## src/rtl/sync_and_debounce_multi.sv

```systemverilog
// sync_and_debounce_multi: per-channel synchroniser and tick-qualified debouncer with rise/fall pulses; define SYNC_DEBOUNCE_HOLD_EN for long-press hold pulses
module sync_and_debounce_multi #(
  parameter int WIDTH = 4,
  parameter int DEPTH = 8,
  parameter int SYNC_STAGES = 3,
  parameter int HOLD_DEPTH = 12
) (
  input  logic             clk,
  input  logic             reset,
  input  logic             tick,
  input  logic [WIDTH-1:0] sw_in,
  output logic [WIDTH-1:0] sw_out,
  output logic [WIDTH-1:0] rise,
  output logic [WIDTH-1:0] fall,
  output logic             any_change,
  output logic [WIDTH-1:0] hold
);
  logic [SYNC_STAGES-1:0] sync_q [WIDTH];
  logic [DEPTH-1:0]       cnt    [WIDTH];
  logic [WIDTH-1:0]       s, full, m, acc;
  always_comb begin
    s = '0;
    full = '0;
    for (int i = 0; i < WIDTH; i++) begin
      s[i] = sync_q[i][SYNC_STAGES-1];
      full[i] = &cnt[i];
    end
    m = sw_out ^ s;
    acc = m & full & {WIDTH{tick}};
  end
  // a saturated counter on a tick accepts the new level instead of wrapping
  always_ff @(posedge clk or posedge reset)
    if (reset) begin
      for (int i = 0; i < WIDTH; i++) begin
        sync_q[i] <= '0;
        cnt[i] <= '0;
      end
      sw_out <= '0;
      rise <= '0;
      fall <= '0;
      any_change <= 1'b0;
    end else begin
      for (int i = 0; i < WIDTH; i++) begin
        sync_q[i] <= {sync_q[i][SYNC_STAGES-2:0], sw_in[i]};
        cnt[i] <= (!m[i] || acc[i]) ? '0 : cnt[i] + DEPTH'(tick);
      end
      sw_out <= sw_out ^ acc;
      rise <= acc & s;
      fall <= acc & ~s;
      any_change <= |acc;
    end
`ifdef SYNC_DEBOUNCE_HOLD_EN
  logic [HOLD_DEPTH-1:0] hcnt [WIDTH];
  // pulse on the tick that saturates the counter, so one pulse per press
  always_ff @(posedge clk or posedge reset)
    if (reset) begin
      for (int i = 0; i < WIDTH; i++) hcnt[i] <= '0;
      hold <= '0;
    end else begin
      for (int i = 0; i < WIDTH; i++) begin
        hcnt[i] <= !sw_out[i] ? '0 : hcnt[i] + HOLD_DEPTH'(tick && !(&hcnt[i]));
        hold[i] <= sw_out[i] && tick && (~hcnt[i] == HOLD_DEPTH'(1));
      end
    end
`else
  assign hold = WIDTH'(HOLD_DEPTH'(0));
`endif
endmodule

```

## config.mk

```make
export PLATFORM = sky130hd
export DESIGN_NAME = sync_and_debounce_multi
export DESIGN_NICKNAME = d
export VERILOG_FILES = /design/src/rtl/sync_and_debounce_multi.sv
export SDC_FILE = /design/constraint.sdc
export NUM_CORES = 1
export LEC_CHECK = 0
export CAP_MARGIN = 0
export CORE_MARGIN = 4
export CORE_UTILIZATION = 60
export CTS_CLUSTER_SIZE = 28
export DETAILED_ROUTE_END_ITERATION = 8
export PLACE_DENSITY = 0.83
export RECOVER_POWER = 50
export SKIP_LAST_GASP = 1
export SYNTH_ARGS = -nofsm -noshare
export SYNTH_HDL_FRONTEND = slang
export SYNTH_SLANG_ARGS = --single-unit
export TNS_END_PERCENT = 50
```

## constraint.sdc

```tcl
create_clock -name clk -period 4.45 [get_ports clk]
set_input_delay 0.89 -clock clk [delete_from_list [all_inputs] [get_ports clk]]
set_output_delay 0.89 -clock clk [all_outputs]
set_load 0.01 [all_outputs]
```

Yosys cells after proc, flatten, opt, wreduce, memory -nomap -nowiden
Index checks and enable logic that the tools add are counted.
Cells by class
  add/sub/neg operators: 4
  $mul: 0
  div/mod/pow operators: 0
  order comparisons: 0
  equal/unequal tests: 0
  shift operators: 0
  multiplexer cells: 4
  bitwise operators: 7
  reductions and logical operators: 13
Operators with widths (number)
  8-bit by 1-bit adder with 8-bit output: 4
  8-bit two-way mux: 4
  8-bit AND reduction: 4
  4-bit bitwise AND: 4
  4-bit XOR: 2
  1-bit logical NOT: 4
  1-bit logical OR: 4
  4-bit NOT: 1
  4-bit OR reduction: 1
Word-level totals
  register bits after elaboration: 57
  bits in latches: 0
  memory bits (writable): 0
  ROM bits: 0
  input port bits: 7
  memories kept: 0

Longest topological paths before layout
Gate-level depths: netlist (run 1).
  word-level depth: 5
  depth in mapped cells: 5
  depth with buffers taken out: 5

Least setup slack after synthesis (run 1)
No wires, ideal clock.
  path type: in2reg
  start point: in tick
  end point: reg cnt[14] (netlist name)
  arrival: 1907 ps
  slack: 2464 ps
  cell stages on the path: 5
  path buffers: 0
  path through: ha_1 ha_1 inv_1 or3_2 a21oi_1
On the way
  longest elaborated chain between the ends: 3
Ends and longest elaborated chain
  start: declaration: line 10  | input logic tick,
  parallel branches: the longest is 2 deep, another holds 8-bit by 1-bit adder with 8-bit output
  8-bit two-way mux (*): line 45  | cnt[i] <= (!m[i] || acc[i]) ? '0 : cnt[i] + DEPTH'(tick);
  end signal: indexed assignment: line 45
  end: declaration: line 19  | logic [DEPTH-1:0] cnt [WIDTH];
Mark *: on every way between the ends.

Worst setup path after layout (run 1)
  start point: in tick
  end point: reg cnt[19] (netlist name)
The elaborated chain is that of the path after synthesis.

==> results.json, run 1 <==
{
  "status": "finished, violations left",
  "violations": "capacitance limit, slew limit",
  "cap_violations": 1,
  "synth_edf_count": 0,
  "endpoint_kind": "register",
  "htree_num_levels": 3,
  "cts.clk_slew.worst_paths_ps": 60,
  "fill_cells": 265,
  "cts.path.max_buffers": 2,
  "grt_antenna_before_repair": 0,
  "drc": 0,
  "wl_per_cell_um": 14.7,
  "synthXorXnorAreaFrac_pct": 6.19,
  "ys_warn_count": 0,
  "clk_latency_ps": 330,
  "drtAntennaViolNets": 0,
  "postSynthCellCount": 215,
  "vdd_ir_drop_max_v": 0.000220,
  "slew_violations": 47,
  "grt_pass1_vias": 1619,
  "die_w_um": 71.3,
  "hp-start": "sync_q[10]",
  "drive_above_1_share_pct": 7.63,
  "syn_area_um2": 2410,
  "critPathLaunchType": "input pin",
  "cts_resized": 0,
  "worstPathMaxFanout": 9,
  "gp_congestion": 0.809,
  "drt_iter0_markers": 141,
  "grt_pass1_wl_um": 7430,
  "ys_ff_latch": 57,
  "finalCriticalPeriod_ps": 2790,
  "skew_ps": 5.09,
  "combPwrFrac_pct": 4.6,
  "synthAdderAreaFrac_pct": 4.16,
  "dieArea_um2": 5090,
  "wl_um": 4370,
  "fin_util_pct": 74.3,
  "drtPass1Iterations": 4,
  "internal-power_mw": 0.762,
  "die_h_um": 71.3,
  "antenna_cells": 0,
  "synth-compound-area-share_pct": 6.34,
  "io_pins": 24,
  "portBuffers": 19,
  "hold_viol_final": 0,
  "layout_common_cells": "dfrtp_1, nor2_1, inv_1",
  "critPathArrivalTime_ps": 2960,
  "worstReg2RegStart": "cnt[18]",
  "switching_share_pct": 22.8,
  "synth_top_family_by_area": "simple AND/OR/NAND/NOR gates",
  "rrSetupSlack_ps": 2660,
  "slew_headroom_pct": -11.0,
  "cts_setup_buffers": 0,
  "cts_tree": "built",
  "tightest_slew_ps": 1660,
  "grt_max_degree": 47,
  "dpl.hpwl_um": 2920,
  "timing.final.crit_share_pct": 62.7,
  "yosys.area_share.simple_pct": 18.1,
  "ctsHoldBuffers": 0,
  "crit_type": "in -> reg",
  "setup_tns_ps": 0,
  "viasPerCell": 5.49,
  "multi_input_area_um2": 895,
  "r2r.worst_path.cells": 3,
  "track_usage_pct": 19.5,
  "required_ps": 4620,
  "nets": 260,
  "yosys-mux-area-fraction_pct": 1.72,
  "final_area_um2": 2800,
  "synth-main-ff-cell": "dfrtp_1",
  "p_clk_share_pct": 40.4,
  "core_um2": 3770,
  "rsz0062_at_grt": "no",
  "pwr-share-seq_pct": 55.0,
  "initial_core_util_pct": 63.8,
  "cp_slowest_stage_delay_ps": 920,
  "hold_class": "reg -> reg",
  "place_area_um2": 2650,
  "seq_area_um2": 1430,
  "num_rows": 22,
  "yosysUniqueCellTypes": 22,
  "power_density_nw_per_um2": 352,
  "power.switching_mw": 0.225,
  "hold_end": "s[0]",
  "layout_commonest_cell": "dfrtp_1",
  "cts_inserted_buffers": 9,
  "cts_root_buffer": "clkbuf_8",
  "avgSynthCellArea_um2": 11.2,
  "timing.fmax_ghz": 0.359,
  "crit_slowest_cell": "o31ai_1",
  "grt_overflow": 0,
  "leakage_nw": 1.28,
  "vias": 1632,
  "areaGrowthSynthToFinish_pct": 16.4,
  "ys_seq_area_share_pct": 59.3,
  "ys_async_sr_fraction_pct": 100,
  "regToRegEndpoint": "cnt[19]",
  "crit_chain": "dlygate4sd3_1 > inv_1 > o31ai_1 > nor2_1",
  "min_path_cells": 0,
  "cts_sinks": 57,
  "finalSetupViolCount": 0
}
layout make-up:
type                            count  area share (%)
Sequential cell                    57            50.9
Multi-Input combinational cell    139            31.9
Timing Repair Buffer               20            7.05
Clock buffer                       15            5.58
Inverter                           18            2.41
Tap cell                           48            2.14
cell usage after synthesis (2+ instances only):
library cell   n  area (um2)
a21oi_1       12        60.1
o21ai_0       11        55.1
o31ai_1        5        37.5
ha_1           8         100
dfrtp_1       57        1430
nand3_1       12        60.1
inv_1         18        67.6
xor2_1        12         105
or4b_4         2        27.5
or3_1         10        62.6
and4_1         4        35.0
xnor2_1        5        43.8
mux2_4         2        30.0
nand4_2        2        25.0
nand2_1        5        18.8
nor2_1        28         105
nand4_1       14        87.6
buf_4          4        30.0
stage by stage:
stage	cells	power, mW	setup WS, ps	hold slack, ps
after detailed placement	282	0.598	1430	335
final	297	0.986	1660	342
after floorplan	218	0.583	2160	331
after global placement	282	0.596	1520	332
after CTS	297	1.00	1760	343
after global routing	297	1.03	1430	348
power groups by stage:
| stage | Sequential, mW | Clock (mW) | Combinational (mW) |
|---|---|---|---|
| detailed placement | 0.551 | 0 | 0.0471 |
| global placement | 0.550 | 0 | 0.0454 |
| finish | 0.542 | 0.398 | 0.0456 |
| floorplan | 0.548 | 0 | 0.0344 |
| global route | 0.544 | 0.433 | 0.0531 |
| CTS | 0.542 | 0.410 | 0.0477 |
sequential cells by signal, indices dropped and copies added (netlist names):
| name | flops |
|---|---|
| cnt | 32 |
| sync_q | 8 |
| fall | 4 |
| rise | 4 |
| s | 4 |
| sw_out | 4 |
| any_change | 1 |
logic make-up after synthesis:
group / count (synthesis)
adders and majority gates: 8
xor gates and xnor gates: 17
buffers and inverters: 22
other: 1
AOI/OAI and AO/OA: 28
muxes: 3
DFF: 57
and+or+nand+nor: 79
critical path: cells and delay by family:
kind,cells,cell delay (ps)
simple gates,1,140
buf+inv,2,1010
compound gates,1,920
how the worst max path moves through the flow:
stage,from,end,slack (ps),depth (start not counted)
floorplan,reset,any_change,2160,1
global placement,tick,cnt[19],1520,4
detailed placement,tick,cnt[4],1430,4
CTS,tick,cnt[19],1760,4
global route,tick,cnt[19],1430,4
finish,tick,cnt[19],1660,4
per-layer routing:
layer	vias up	track usage [%]	wire length, um
li1	801	-	-
met1	783	23.2	1890
met2	40	30.8	2110
met3	8	8.84	297
met4	0	7.93	73
met5	-	0	0
(Power assumes the default switching activity.)
==> run 2, diff against run 1 <==
--- a/config.mk
+++ b/config.mk
@@ -7,10 +7,10 @@
 export LEC_CHECK = 0
 export CAP_MARGIN = 0
 export CORE_MARGIN = 4
-export CORE_UTILIZATION = 60
+export CORE_UTILIZATION = 56
 export CTS_CLUSTER_SIZE = 28
 export DETAILED_ROUTE_END_ITERATION = 8
-export PLACE_DENSITY = 0.83
+export PLACE_DENSITY = 0.79
 export RECOVER_POWER = 50
 export SKIP_LAST_GASP = 1
 export SYNTH_ARGS = -nofsm -noshare
==> constraint.sdc (replaced) <==
create_clock -name clk -period 2.8 [get_ports clk]
set_input_delay 0.56 -clock clk [delete_from_list [all_inputs] [get_ports clk]]
set_output_delay 0.56 -clock clk [all_outputs]
set_load 0.01 [all_outputs]
==> results.json, run 2 (synthesis results as in run 1) <==
{
  "status": "complete, no violations",
  "cts.clk_slew.worst_paths_ps": 60,
  "rsz0062_at_grt": "no",
  "cp_slowest_stage_delay_ps": 790,
  "regToRegEndpoint": "sw_out[2]",
  "tightest_slew_ps": 1070,
  "drc": 0,
  "grt_antenna_before_repair": 0,
  "dpl_worst_slack_ps": 268,
  "finalCriticalPeriod_ps": 2280,
  "grtUsageMet2_pct": 27.7,
  "vdd_ir_drop_max_v": 0.000363,
  "hold_ws_ps": 347,
  "crit_type": "in -> reg",
  "cts_resized": 0,
  "power_density_nw_per_um2": 583,
  "die_h_um": 73.6,
  "vias": 1633,
  "portBuffers": 19,
  "fin_cells": 305,
  "worstPathMaxFanout": 9,
  "layout_common_cells": "dfrtp_1, nor2_1, inv_1",
  "viasPerCell": 5.35,
  "finalSetupViolCount": 0,
  "setup_tns_ps": 0,
  "hold_class": "reg -> reg",
  "hp-start": "sync_q[1]",
  "worstReg2RegStart": "cnt[10]",
  "nets": 265,
  "crit_chain": "dlygate4sd3_1 > ha_1 > ha_1 > inv_1 > or3_2 > a21oi_1",
  "power.total_mw": 1.67,
  "critPathArrivalTime_ps": 2550,
  "htree_num_levels": 3,
  "cts_sinks": 57,
  "cts_inserted_buffers": 9,
  "initial_core_util_pct": 58.9,
  "regMostFlops": "cnt",
  "skew_ps": 3.97,
  "setup_ws_ps": 515,
  "grt_overflow": 0,
  "layout_commonest_cell": "dfrtp_1",
  "antenna_cells": 0,
  "wl_um": 4130,
  "gp_congestion": 0.815,
  "io_pins": 24,
  "met3_usage_pct": 8.76,
  "drtPass1Iterations": 4,
  "grt_pass1_wl_um": 7290,
  "slew_violations": 0,
  "crit_slowest_cell": "dlygate4sd3_1",
  "hold_end": "s[3]",
  "largest_reg_flops": 32,
  "timing.fmax_ghz": 0.438,
  "r2r.worst_path.cells": 3,
  "dieArea_um2": 5410,
  "dp.cells": 289,
  "leakage_nw": 1.32,
  "track_usage_pct": 18.5,
  "clk_latency_ps": 330,
  "ctsHoldBuffers": 0,
  "timing.final.crit_share_pct": 81.6,
  "num_rows": 23,
  "required_ps": 3060,
  "critPathLaunchType": "input pin",
  "drtAntennaViolNets": 0,
  "drive_above_1_share_pct": 9.80,
  "endpoint_kind": "register",
  "rrSetupSlack_ps": 1240,
  "cap_violations": 0,
  "wl_per_cell_um": 13.5,
  "top_usage_layer": "met2",
  "hold_viol_final": 0,
  "die_w_um": 73.6,
  "cts_root_buffer": "clkbuf_8",
  "cts_setup_buffers": 0,
  "drt_iter0_markers": 155,
  "min_path_cells": 0,
  "areaGrowthSynthToFinish_pct": 19.1,
  "cts_tree": "built",
  "globalRouteMet1Util_pct": 23.4,
  "core_um2": 4090,
  "worst_path_most_repeated_cell": "ha_1",
  "slew_headroom_pct": 28.8,
  "grt_pass1_vias": 1631,
  "largestRegisters": "cnt (32), sync_q (8)",
  "grt_max_degree": 30,
  "dpl.hpwl_um": 2930,
  "cts.path.max_buffers": 2
}
[run 2: cell types whose count changed in the layout (fill, tap and decap cells not counted), sizes merged]
cell	previous run	this run
bufinv	0	1
buf	1	4
clkinv	0	2
[run 2: where the power goes]
| part | switching (mW) | internal (mW) | leakage, nW |
|---|---|---|---|
| logic | 0.0496 | 0.0272 | 0.459 |
| clock network | 0.300 | 0.433 | 0.0974 |
| registers | 0.0167 | 0.845 | 0.763 |
[run 2: how the worst max path moves through the flow]
stage / depth (start not counted) / slack [ps] / start / end
floorplan: 1 / 840 / reset / any_change
global placement: 4 / 310 / tick / sw_out[0]
detailed placement: 6 / 270 / tick / cnt[14]
CTS: 6 / 610 / tick / cnt[14]
global route: 3 / 250 / reset / fall[2]
finish: 6 / 520 / tick / cnt[14]
[run 2: critical path, delay by kind of cell]
kind | cells | cell delay, ps
AOI/OAI and AO/OA | 1 | 150
adders and majority gates | 2 | 520
buffers and inverters | 2 | 850
and+or+nand+nor | 1 | 460
[run 2: metrics by stage]
step / instance area [um2] / util (%)
2_1_floorplan: 2420 / -
3_3_place_gp: 2690 / 65.7
3_5_place_dp: 2690 / 65.7
4_1_cts: 2880 / 70.4
5_1_grt: 2870 / 70.2
6_report: 2870 / 70.2
[run 2: area by class of cell]
type	instances	area (um2)
timing repair buffer	25	228
inverter	18	67.6
tap	50	62.6
clock buffer	13	149
fill	324	1220
clock inverter	3	40.0
multi-input combinational	139	895
sequential	57	1430
[run 2: metal layers]
metal / routed length [um] / vias up
li1: - / 813
met2: 1940 / 35
met5: 0 / -
met3: 243 / 4
met1: 1900 / 781
met4: 47 / 0
